--- src/rtl/ahb_rr_arbiter.sv ---
// ahb_rr_arbiter
// Registered arbiter for one slave port of the multilayer interconnect.
// It selects one of NUM_MASTERS AHB input stages using either fixed priority
// (index 0 highest) or round-robin order. A grant is held across SEQ/BUSY
// bursts and locked sequences, so bursts are never split and locks are never
// broken. The block also tracks the data-phase owner, which steers the
// slave-side write-data and response muxes.
//
// Ports
//   hclk        bus clock; all state changes on the rising edge
//   hresetn     asynchronous active-low reset
//   htrans      HTRANS of master i at [2i+1:2i]
//   hmastlock   HMASTLOCK of master i
//   hready      slave HREADYOUT; arbitration advances only when 1
//   bus_grant   one-hot address-phase grant (registered)
//   grant_id    binary index of the bus_grant owner (kept while no owner)
//   grant_valid bus_grant holds a valid owner
//   data_grant  one-hot data-phase owner (registered)
//   data_valid  the data phase in progress is a real transfer
module ahb_rr_arbiter #(
    parameter int NUM_MASTERS = 2,
    parameter int ARB_MODE    = 1
) (
    input  logic                             hclk,
    input  logic                             hresetn,
    input  logic [2*NUM_MASTERS-1:0]         htrans,
    input  logic [NUM_MASTERS-1:0]           hmastlock,
    input  logic                             hready,
    output logic [NUM_MASTERS-1:0]           bus_grant,
    output logic [$clog2(NUM_MASTERS)-1:0]   grant_id,
    output logic                             grant_valid,
    output logic [NUM_MASTERS-1:0]           data_grant,
    output logic                             data_valid
);

    localparam int ID_W = $clog2(NUM_MASTERS);
    localparam logic [ID_W-1:0] PTR_RST = ID_W'(NUM_MASTERS - 1);
    localparam logic [ID_W:0]   NUM_EXT = (ID_W+1)'(NUM_MASTERS);

    logic [NUM_MASTERS-1:0] req_s;
    logic                   any_req_s;
    logic [1:0]             owner_trans_s;
    logic                   owner_lock_s;
    logic                   hold_s;
    logic [ID_W:0]          start_s;
    logic [ID_W:0]          off_s;
    logic [ID_W:0]          sum_s;
    logic [NUM_MASTERS-1:0] rot_req_s;
    logic [ID_W-1:0]        win_id_s;

    logic [NUM_MASTERS-1:0] bus_grant_r;
    logic [ID_W-1:0]        grant_id_r;
    logic                   grant_valid_r;
    logic [NUM_MASTERS-1:0] data_grant_r;
    logic                   data_valid_r;
    logic [ID_W-1:0]        rr_ptr_r;

    function automatic logic [NUM_MASTERS-1:0] id_to_onehot(input logic [ID_W-1:0] id);
        logic [NUM_MASTERS-1:0] oh;
        oh = {NUM_MASTERS{1'b0}};
        for (int i = 0; i < NUM_MASTERS; i++) begin
            oh[i] = (id == ID_W'(i));
        end
        return oh;
    endfunction

    // Request vector (NONSEQ or SEQ) and the owner's transfer type / lock.
    always_comb begin
        req_s         = {NUM_MASTERS{1'b0}};
        owner_trans_s = 2'b00;
        owner_lock_s  = 1'b0;
        for (int i = 0; i < NUM_MASTERS; i++) begin
            req_s[i]      = htrans[2*i+1];
            owner_trans_s = owner_trans_s | (htrans[2*i +: 2] & {2{grant_id_r == ID_W'(i)}});
            owner_lock_s  = owner_lock_s | (hmastlock[i] & (grant_id_r == ID_W'(i)));
        end
        any_req_s = |req_s;
        // BUSY (01) and SEQ (11) both have bit 0 set: the owner is mid-burst.
        hold_s    = grant_valid_r & (owner_trans_s[0] | owner_lock_s);
    end

    // Winner search: rotate requests so the search starts at start_s, then take the lowest.
    always_comb begin
        if (ARB_MODE == 0) begin
            start_s = {(ID_W+1){1'b0}};
        end else begin
            // Explicit wrap so non-power-of-two master counts work.
            start_s = {1'b0, rr_ptr_r} + {{ID_W{1'b0}}, 1'b1};
            if (start_s >= NUM_EXT) begin
                start_s = {(ID_W+1){1'b0}};
            end else begin
                start_s = start_s;
            end
        end
        rot_req_s = NUM_MASTERS'({req_s, req_s} >> start_s);
        off_s     = {(ID_W+1){1'b0}};
        for (int k = NUM_MASTERS - 1; k >= 0; k--) begin
            if (rot_req_s[k]) begin
                off_s = (ID_W+1)'(k);
            end else begin
                off_s = off_s;
            end
        end
        sum_s = start_s + off_s;
        if (sum_s >= NUM_EXT) begin
            sum_s = sum_s - NUM_EXT;
        end else begin
            sum_s = sum_s;
        end
        win_id_s = sum_s[ID_W-1:0];
    end

    // Address-phase grant, round-robin pointer and data-phase owner registers.
    always_ff @(posedge hclk or negedge hresetn) begin
        if (!hresetn) begin
            bus_grant_r   <= {NUM_MASTERS{1'b0}};
            grant_id_r    <= {ID_W{1'b0}};
            grant_valid_r <= 1'b0;
            data_grant_r  <= {NUM_MASTERS{1'b0}};
            data_valid_r  <= 1'b0;
            rr_ptr_r      <= PTR_RST;
        end else if (hready) begin
            data_grant_r <= bus_grant_r;
            data_valid_r <= grant_valid_r & owner_trans_s[1];
            if (hold_s) begin
                bus_grant_r   <= bus_grant_r;
                grant_id_r    <= grant_id_r;
                grant_valid_r <= grant_valid_r;
                rr_ptr_r      <= rr_ptr_r;
            end else if (any_req_s) begin
                bus_grant_r   <= id_to_onehot(win_id_s);
                grant_id_r    <= win_id_s;
                grant_valid_r <= 1'b1;
                rr_ptr_r      <= win_id_s;
            end else begin
                bus_grant_r   <= {NUM_MASTERS{1'b0}};
                grant_id_r    <= grant_id_r;
                grant_valid_r <= 1'b0;
                rr_ptr_r      <= rr_ptr_r;
            end
        end else begin
            bus_grant_r   <= bus_grant_r;
            grant_id_r    <= grant_id_r;
            grant_valid_r <= grant_valid_r;
            data_grant_r  <= data_grant_r;
            data_valid_r  <= data_valid_r;
            rr_ptr_r      <= rr_ptr_r;
        end
    end

    assign bus_grant   = bus_grant_r;
    assign grant_id    = grant_id_r;
    assign grant_valid = grant_valid_r;
    assign data_grant  = data_grant_r;
    assign data_valid  = data_valid_r;

endmodule

--- config.mk ---
export PLATFORM = sky130hd
export DESIGN_NAME = ahb_rr_arbiter
export DESIGN_NICKNAME = d
export VERILOG_FILES = /design/src/rtl/ahb_rr_arbiter.sv
export SDC_FILE = /design/constraint.sdc
export NUM_CORES = 1
export LEC_CHECK = 0
export CAP_MARGIN = 20
export CORE_AREA = 2 2 39 41
export DETAILED_ROUTE_END_ITERATION = 8
export DIE_AREA = 0 0 41 43
export SYNTH_ARGS = -nofsm -noshare
export SYNTH_HDL_FRONTEND = slang
export SYNTH_SLANG_ARGS = --single-unit
export TNS_END_PERCENT = 10
--- constraint.sdc ---
create_clock -name hclk -period 1.9 [get_ports hclk]
set_input_delay 0.19 -clock hclk [delete_from_list [all_inputs] [get_ports hclk]]
set_output_delay 0.19 -clock hclk [all_outputs]
set_load 0.02 [all_outputs]
# Word-level counts from Yosys, hierarchy flattened
# Cells that the tools add are included.
totals:
  wordCells: 33
  regBits: 8
op_classes:
  n_reduce_logical: 3
  mux: 6
  bitwise_logic: 12
  n_lt_le_gt_ge: 2
  shifts: 1
  add_sub_neg: 3
ops:
  columns: ["cell", "n"]
  rows:
  - ["$mux 2", 3]
  - ["$and 1x1->1", 4]
  - ["$and 2x2->2", 2]
  - ["$ge 2x2->1 const B", 2]
  - ["$shr 4x2->2", 1]
  - ["$mux 1", 3]
  - ["$not 1->1", 3]
  - ["$reduce_and 3->1", 1]
  - ["$add 1x1->2 const B", 1]
  - ["$add 2x2->2", 1]
  - ["$or 1x1->1", 2]
  - ["$or 2x2->2", 1]
  - ["$reduce_and 2->1", 1]
  - ["$reduce_or 2->1", 1]
  - ["$sub 1x1->1 const B", 1]

# Logic depth before layout (Yosys ltp)
# Gate-level depths: netlist of the first run.
logic_depth:
  depth_word: 11
  mapped_depth: 3
  ltp_nobuf: 3

# Worst setup path after synthesis of the first run
# No wires, ideal clock.
synth_path:
  kind: "reg-to-reg"
  from: "register grant_id_r, in the netlist grant_id"
  to: "register bus_grant_r[0], in the netlist bus_grant[0]"
  n_path_buf: 0
  synth_period_minus_slack_ps: 1586
  required_time_ps: 1772
  slack_ps: 314
  setup_ps: 128
  stages_incl_launch_ff: 4
  t_arrival_ps: 1458
  path_cell_list: "dfrtp_1 -> or3_1 -> a31oi_4 -> mux2_1"
synth_between:
  elab_chain_len: 7
synth_rtl:
  columns: ["item", "line_no", "source"]
  rows:
  - ["start, declared", "52", "logic [ID_W-1:0] grant_id_r;"]
  - ["start signal, assigned", "117", "grant_id_r <= {ID_W{1'b0}};"]
  - ["start signal, assigned", "127", "grant_id_r <= grant_id_r;"]
  - ["start signal, assigned", "132", "grant_id_r <= win_id_s;"]
  - ["$not 1->1", "74, 75", null]
  - ["$and 2x2->2 / $and 1x1->1 (equally long branches)", "74, 75", null]
  - ["$or 2x2->2 / $or 1x1->1 (equally long branches)", "74, 75", null]
  - ["$or 1x1->1 (*)", "79", "hold_s = grant_valid_r & (owner_trans_s[0] | owner_lock_s);"]
  - ["$and 1x1->1 (*)", "79", null]
  - ["$not 1->1 (no line) (*)", null, null]
  - ["$reduce_and 2->1 (no line) (*)", null, null]
  - ["end signal, assigned", "116", "bus_grant_r <= {NUM_MASTERS{1'b0}};"]
  - ["end signal, assigned", "126", "bus_grant_r <= bus_grant_r;"]
  - ["end signal, assigned", "131", "bus_grant_r <= id_to_onehot(win_id_s);"]
  - ["end, declared", "51", "logic [NUM_MASTERS-1:0] bus_grant_r;"]
# Every way passes the cells marked *; elsewhere a longest branch is shown, timed or not.
# A chain may end at the register's enable or synchronous reset.

# Worst setup path after layout of the first run
layout_path:
  from: "register grant_id_r, in the netlist grant_id"
  to: "register bus_grant_r[1], in the netlist bus_grant[1]"
# Same word-level chain as after synthesis.

==> results.tsv, run 1 <==
stage	metric	value	unit
clock_network	cts bufs inserted	3	
synth	Syn Inst Count	29	
placed_design	port bufs	15	
global_route	initial antenna violation count	0	
synth	post-synthesis sequential area ratio	0.540	
clock_network	Root Driver	clkbuf_4	
sta	period utilization	0.839	
worst_setup_path	crit path kind	register to register	
clock_network	worst skew pair latency	0.25	ns
power	Leak Pwr	0.240	nW
sta	Max Slew Vio Count	0	
sta	Worst Tran Pin Value	0.348	ns
drt	Metal-1 WL	396	µm
worst_setup_path	CP Max Fanout	5	
clock_network	postcts setup bufs	0	
synth	Synth cell types	17	
drt	drt via density	4.54	
clock_network	clk slew on worst S/H paths	0.05	ns
drt	Initial DRC Count	2	
sta	RSZ-0062 raised after global routing	no	
synth	post-synth net total	38	
flow_run	max_cap viols	0	
worst_hold_path	Hold WC Path Type	primary input to async pin	
global_route	global-route usage over all layers	0.125	
drt	DRC	0	
sta	# setup viols final	0	
floorplanning	effective utilization at floorplan	0.269	
global_route	largest net degree at the start of global routing	9	
floorplanning	I/O pins	16	
clock_network	CTS tree	yes	
synth	area of the mapped netlist	373	µm²
cells_and_area	ant diodes	0	
drt	met3 WL post-DR	90	µm
floorplanning	die area	0.00176	mm²
sta	hold violation count in the final report	0	
global_route	Overflow after GRT	0	
floorplanning	Die X	41	µm
clock_network	Sink Count	8	
sta	max-slew headroom at the worst pin	0.767	
synth	synth warn	0	
cells_and_area	Area Growth Syn to Fin	54.7	%
cells_and_area	layout cell share with drive strength beyond 1	0.184	
global_route	first-pass GRT wire length	1390	µm
power	pwr dens	1350	mW/mm²
synth	register bit total from synthesis	8	
drt	Post-DRT Antenna Nets	0	
worst_setup_path	CP required	2.03	ns
global_route	vias in the first global route	349	
drt	met2 wire length	337	µm
worst_setup_path	Critical Path Source Type	register	
worst_setup_path	Worst setup EP type	register	
synth	Mean Syn Cell Area	12.9	µm²
floorplanning	core area	0.00138	mm²
drt	DRT Wirelength	824	µm
worst_setup_path	worst path arrival time	1.73	ns
placed_design	routability cong.	0.682	
drt	top layer in use	met3	
drt	Pre-Repair DR Iteration Count	2	
clock_network	post-CTS sizing	0	
placed_design	Detail Placement HPWL	607	µm
sta	Fin Setup TNS	0	ns
floorplanning	Die Y	43	µm
clock_network	# H-tree levels	1	
run_status	status	finished, final reports clean	
power	Max IR drop VDD	0.617	mV
drt	Vias	295	
floorplanning	Site Rows	14	
sta	Worst Skew	0.00321	ns
clock_network	CTS max path bufs	2	
cells_and_area	nets	59	
clock_network	Post-CTS Hold Buffers	0	
drt	drt wl/cell	12.7	µm
cells_and_area	Final Util	0.417	
sta	minimum clock period	1.60	ns
sta	fmax	0.627	GHz
## metrics by stage
stage / total power [mW] / hold WS, ns / worst slack (ns) / area, µm² / instances
detailed placement: 0.640 / 0.479 / 0.139 / 551 / 61
global route: 0.835 / 0.235 / 0.242 / 577 / 65
global placement: 0.643 / 0.480 / 0.146 / 551 / 61
floorplan: 0.475 / -0.106 / 0.314 / 373 / 29
finish: 0.778 / 0.211 / 0.305 / 577 / 65
CTS: 0.792 / 0.207 / 0.306 / 577 / 65
## routing by layer
layer,track usage,vias to the layer above
met5,0,-
met4,0.100,0
met3,0.0366,0
met2,0.172,16
met1,0.153,133
li1,-,146
## cell type report
cell class,count,area [µm²]
Fill cell,145,807
Inverter,2,7.51
Timing Repair Buffer,16,158
Tap cell,16,20.0
Multi-Input combinational cell,19,164
Clock buffer,4,26.3
Sequential cell,8,201
## report_power, final
group / internal [mW] / switching, mW
registers: 0.248 / 0.0548
logic: 0.188 / 0.151
clock network: 0.0802 / 0.0561
## synth_stat cells, drive strengths merged
cell type,n,area (µm²)
a21boi,1,7.51
a21oi,1,5.00
a22o,2,17.5
a311o,1,10.0
a31oi,1,21.3
dfrtp,7,175
dfstp,1,26.3
inv,2,7.51
mux2,4,45.0
mux2i,1,10.0
nand2,1,3.75
nor2,3,11.3
nor2b,1,6.26
o2bb2ai,1,8.76
or3,1,6.26
or3b,1,11.3
## flip-flops by register name, summed over array words and instances (netlist names)
name / flops
bus_grant: 2
grant_id: 1
data_grant: 2
rr_ptr_r: 1
grant_valid: 1
data_valid: 1
## placed cells by master (no fill, tap or decap), types with 2 or more instances in the layout
cell / synthesis / final
clkbuf_4: 0 / 3
dfrtp_1: 7 / 7
mux2_2: 2 / 2
mux2_1: 2 / 2
nor2_1: 3 / 3
a22o_1: 2 / 2
inv_1: 2 / 2
clkdlybuf4s50_1: 0 / 15
## worst paths after layout
kind                       startpoint           end  slack (ns)  depth (start not counted)
max reg2reg                  grant_id  bus_grant[1]        0.30                          3
max                          grant_id  bus_grant[1]        0.30                          3
min reg2reg                data_valid    data_valid        0.49                          1
min in group hclk          data_valid    data_valid        0.49                          1
max in group asynchronous     hresetn      rr_ptr_r        1.39                          1
min                           hresetn  bus_grant[0]        0.21                          1
## critical path, stage by stage, from the launching register on
cell and delay, ns:
dfrtp_1 0.42, or3_1 0.44, a31oi_4 0.28, mux2_1 0.34
## kinds of logic after synthesis
logic type,Yosys count,synth area share
compound gates,7,0.188
simple gates,7,0.104
buf+inv,2,0.0201
mux,5,0.148
flops,8,0.540
No activity file was read; power rests on OpenSTA's default activity.
==> inputs of run 2 (changes only) <==
Clock period 1.9 ns to 1.3 ns, I/O delays scaled along.
==> run 2 against run 1 <==
Critical path depth unchanged. Via count is 6.4% higher. Worst setup slack lost 0.48 ns. Global-route usage shrank 0.13 points. Clock-buffer cell count unchanged. Utilization grew 3.1 points. Combinational power rose by 51%. Largest power group unchanged. Critical endpoint unchanged. The run now ends with negative setup slack left. First-iteration DRC count rose by 100%. Fmax increased by 8.4%. Highest routed layer is now met4. Non-clock buffer count rose by 5.
==> results.tsv, run 2 (same netlist as run 1, synthesis figures left out) <==
stage	metric	value	unit
run_status	status	finished, violations left	
run_status	failing checks	negative setup slack	
global_route	global-route usage over all layers	0.124	
cells_and_area	ant diodes	0	
drt	DRC	0	
sta	RSZ-0062 raised after global routing	yes	
cells_and_area	Area Growth Syn to Fin	66.1	%
drt	DRT Wirelength	905	µm
power	pwr dens	1850	mW/mm²
floorplanning	core area	0.00138	mm²
sta	# setup viols final	4	
drt	Initial DRC Count	4	
power	Tot Pwr	1.15	mW
clock_network	worst skew pair latency	0.25	ns
cells_and_area	nets	64	
drt	drt via density	4.49	
clock_network	# H-tree levels	1	
clock_network	cts bufs inserted	3	
cells_and_area	commonest non-fill, non-tap cells in the layout	clkdlybuf4s50_1, dlygate4sd2_1, dfrtp_1, buf_4	
worst_setup_path	Buf/Inv on CP	0	
worst_setup_path	critical path depth in cells	3	
worst_setup_path	CP cell instances	or3_4 > a31oi_4 > mux2_4	
sta	period utilization	1.13	
floorplanning	Die X	41	µm
worst_hold_path	Hold WC Path Type	primary input to async pin	
power	Max IR drop VDD	0.733	mV
clock_network	CTS max path bufs	2	
worst_setup_path	crit path kind	register to register	
sta	fmax	0.680	GHz
cells_and_area	filler instances	152	
placed_design	routability cong.	0.754	
global_route	Overflow after GRT	0	
floorplanning	effective utilization at floorplan	0.269	
worst_setup_path	CP max-delay cell	dfrtp_2	
sta	hold violation count in the final report	0	
clock_network	Post-CTS Hold Buffers	0	
worst_setup_path	Critical Path Source Type	register	
global_route	vias in the first global route	332	
worst_setup_path	Worst setup EP type	register	
flow_run	max_cap viols	0	
placed_design	port bufs	15	
sta	final worst slack	-0.171	ns
clock_network	Sink Count	8	
floorplanning	Site Rows	14	
worst_setup_path	worst path arrival time	1.61	ns
sta	Max Slew Vio Count	0	
drt	drt wl/cell	12.9	µm
placed_design	Detail Placement HPWL	693	µm
cells_and_area	Final Util	0.448	
floorplanning	I/O pins	16	
floorplanning	die area	0.00176	mm²
sta	Worst Skew	0.00138	ns
sta	Worst Tran Pin Value	0.364	ns
clock_network	Root Driver	clkbuf_4	
global_route	first-pass GRT wire length	1390	µm
drt	Vias	314	
cells_and_area	layout cell share with drive strength beyond 1	0.333	
cells_and_area	most common cell after layout, fill and taps aside	clkdlybuf4s50_1	
global_route	met1 usage	0.142	
worst_setup_path	Top Family by Delay on Critical Path	flip-flops	
worst_setup_path	capturing point of the worst reg2reg path	bus_grant[1]	
worst_setup_path	flop-to-flop setup slack	-0.17	ns
global_route	initial antenna violation count	0	
worst_setup_path	worst reg2reg path depth	3	
floorplanning	Die Y	43	µm
sta	minimum clock period	1.47	ns
global_route	largest net degree at the start of global routing	9	
global_route	GRT busiest layer	met2	
sta	max-slew headroom at the worst pin	0.757	
global_route	met2 Usage GRT	0.181	
worst_setup_path	RR Startpoint	grant_id	
worst_setup_path	CP Max Fanout	4	
drt	Pre-Repair DR Iteration Count	4	
clock_network	clk slew on worst S/H paths	0.06	ns
drt	Post-DRT Antenna Nets	0	
worst_setup_path	max incr delay on CP	0.41	ns
global_route	met3 usage in global routing	0.0314	
clock_network	CTS tree	yes	
power	Leak Pwr	0.281	nW
sta	Fin Setup TNS	-0.560	ns
worst_setup_path	CP required	1.44	ns
-- run 2: power by group --
part	leakage, nW	total, mW	switching [mW]	internal, mW
Sequential	0.0920	0.436	0.0701	0.366
Clock	0.0150	0.203	0.0856	0.117
Combinational	0.174	0.509	0.237	0.273
-- run 2: what timing repair did --
action,in CTS,in global routing
endpoints found under the setup margin,11,5
pin swaps,1,1
gates resized for setup,7,0
buffers inserted,0,0
-- run 2: worst max path at each step --
stage | startpoint | end | slack (ns)
6_report | grant_id | bus_grant[1] | -0.17
5_1_grt | grant_id | bus_grant[0] | -0.21
4_1_cts | grant_id | bus_grant[1] | -0.18
3_5_place_dp | htrans[2] | bus_grant[1] | -0.35
3_3_place_gp | htrans[2] | bus_grant[1] | -0.35
2_1_floorplan | grant_id | bus_grant[0] | -0.23
-- run 2: metrics by stage --
| step | hold slack (ns) | instances | worst slack [ns] | cell area (µm²) |
|---|---|---|---|---|
| after floorplan | -0.166 | 29 | -0.225 | 387 |
| after global placement | 0.434 | 66 | -0.353 | 602 |
| after detailed placement | 0.435 | 66 | -0.352 | 602 |
| after CTS | 0.158 | 70 | -0.183 | 619 |
| after global routing | 0.160 | 70 | -0.208 | 619 |
| final | 0.155 | 70 | -0.171 | 619 |
-- run 2: area by class of cell --
class                      count  area, µm²  share of cell area
timing repair buffer          21        186               0.301
clock buffer                   4       26.3              0.0424
tap                           16       20.0              0.0323
multi-input combinational     19        176               0.285
sequential                     8        203               0.327
inverter                       2       7.51              0.0121
-- run 2: per-layer routing --
layer / part of all wire / vias to the layer above
met3: 0.086 / 2
met1: 0.46 / 140
met2: 0.44 / 16
met5: 0 / -
met4: 0.0088 / 0
li1: - / 156
-- run 2: worst reg2reg max path, cell delays in order, from the launching register on --
cell	delay (ns)
dfrtp_2	0.41
or3_4	0.35
a31oi_4	0.27
mux2_4	0.32
==> variant, RTL diff (flow settings as in run 2) <==
Set the parameter `ARB_MODE` to 0 (it was 1).
--- a/src/rtl/ahb_rr_arbiter.sv
+++ b/src/rtl/ahb_rr_arbiter.sv
@@ -20,5 +20,5 @@
 module ahb_rr_arbiter #(
     parameter int NUM_MASTERS = 2,
-    parameter int ARB_MODE    = 1
+    parameter int ARB_MODE    = 0
 ) (
     input  logic                             hclk,
Function: changed (Yosys sat finds a counterexample within 4 cycles, from zero or initial values and one cycle with hresetn low).
==> variant against run 2 <==
Routed wire length shrank 20%; fmax grew 22%; global-route usage shrank 2.0 points; sequential cell count shrank 1; area after synthesis shrank 16%; critical path depth is the same; combinational power shrank 47%; power shrank 32%; synthesized cell count shrank 17%; utilization shrank 7.8 points; final area shrank 17%; setup slack gained 0.26 ns; final cell count shrank 14%; highest routed layer is now met3.
==> variant: results (changes against run 2) <==
status completed (was finished with violations); Ys Warns 0 (unchanged); Num CTS Buffers 3 (unchanged); Max Root-Sink Buffers 2 (unchanged); Arr. time, crit path 1.34 ns (was 1.61 ns); root buf cell clkbuf_4 (unchanged); Port Buffer Count 15 (unchanged); layout cell share with drive strength beyond 1 25.0% (was 33.3%); initial antenna violation count 0 (unchanged); most frequent cells after synthesis 7 x dfrtp_1, 2 x a31oi_1, 2 x mux2_1, 2 x mux2_2, 2 x o211ai_2 (was 7 x dfrtp_1, 3 x nor2_1); Synthesized Nets 33 (was 38); largest net degree at the start of global routing 8 (was 9); Crit Path Max Fanout 5 (was 4); Detailed Routing Iterations Pass 1 3 (was 4); Rel. slew slack 78.6% (was 75.7%); H-tree levels 1 (unchanged); drt initial violations 1 (was 4); via count 270 (was 314); Max Slew Vio Count 0 (unchanged); Hold WC Path Type primary input to async pin (unchanged); leakage dissipation 0.227 nW (was 0.281 nW); first-pass GRT wire length 1.21 mm (was 1.39 mm); nets@finish 54 (was 64); ys async rst share 100% (unchanged); sequential share of the synthesized area 55.8% (was 54.0%); clk_skew 0.00416 ns (was 0.00138 ns); cts hold-fix bufs 0 (unchanged); Worst-path clk slew 0.05 ns; Avg WL per Cell 12.0 um (was 12.9 um); post-synthesis cell type count 14 (was 17); GRT Util Overall 10.3% (was 12.4%); Pint 0.000524 W (was 0.000756 W); vias in the first global route 303 (was 332); Antenna Cells 0 (unchanged); GP Congestion 0.637 (was 0.754); cts repair resizes 7 (unchanged); Worst-Skew Late Latency 0.25 ns (about the same); Synth area leaders dfrtp_1 56%, o211ai_2 8.0%, mux2_1 7.2%, mux2_2 7.2%, a31oi_1 4.0% (was dfrtp_1 47%, dfstp_2 7.0%, mux2_1 6.0%, mux2_2 6.0%, a31oi_4 5.7%); Critical Path Sink Type flop (unchanged); Worst VDD drop 0.561 mV (was 0.733 mV); postcts setup bufs 0 (unchanged); Post-DP Area 494 um^2 (was 602 um^2)
-- variant: cell type report --
type	instances	area, um^2
clock buffers	4	26.3
fillers	143	872
inverters	1	3.75
multi-input cells	15	130
flip-flops and latches	7	175
well taps	16	20.0
repair buffers	17	156
-- variant: through the flow --
| step | setup TNS [ns] | cells | hold WS (ns) | total power, W | worst slack, ns |
|---|---|---|---|---|---|
| finish | 0 | 60 | 0.140 | 0.000784 | 0.0908 |
| global route | 0 | 60 | 0.169 | 0.000842 | 0.00419 |
| CTS | 0 | 60 | 0.153 | 0.000797 | 0.0694 |
| detailed placement | -0.177 | 56 | 0.419 | 0.000638 | -0.0891 |
| global placement | -0.134 | 56 | 0.419 | 0.000636 | -0.0683 |
| floorplan | 0 | 24 | -0.166 | 0.000467 | 0.0300 |
-- variant: final timing paths --
path,depth (start not counted),slack (ns),startpoint,endpoint
setup / recovery,3,0.09,grant_valid,bus_grant[1]
hold / removal,1,0.14,hresetn,grant_id
setup reg to reg,3,0.09,grant_valid,bus_grant[1]
hold reg to reg,1,0.51,data_grant[1],data_grant[1]
max in group asynchronous,1,0.92,hresetn,data_grant[0]
min in group hclk,1,0.51,data_grant[1],data_grant[1]
-- variant: power groups by stage --
stage | sequential (W) | clock [W] | combinational [W]
floorplan | 0.000390 | 0 | 0.0000765
global placement | 0.000321 | 0 | 0.000315
detailed placement | 0.000325 | 0 | 0.000313
CTS | 0.000320 | 0.000201 | 0.000276
global route | 0.000328 | 0.000219 | 0.000295
finish | 0.000318 | 0.000196 | 0.000271
-- variant: kinds of logic (layout without fill, tap and decap cells) --
logic type | count (synthesis) | after routing | share of synthesized area, %
compound gates | 7 | 7 | 18.7
buf+inv | 2 | 22 | 2.79
flops | 7 | 7 | 55.8
mux | 5 | 5 | 17.5
simple gates | 3 | 3 | 5.18
-- variant: metal layers --
metal  vias up  track usage, %  wire length (um)
met1       124            14.2               328
li1        130               -                 -
met4         0            8.00                 0
met3         0            2.09                99
met2        16            13.4               294
met5         -               0                 0
-- variant: worst max-delay path, stage by stage (launching register included) --
cell      delay, ns
dfrtp_1        0.41
o21ai_1        0.12
o211ai_2       0.21
mux2_1         0.35
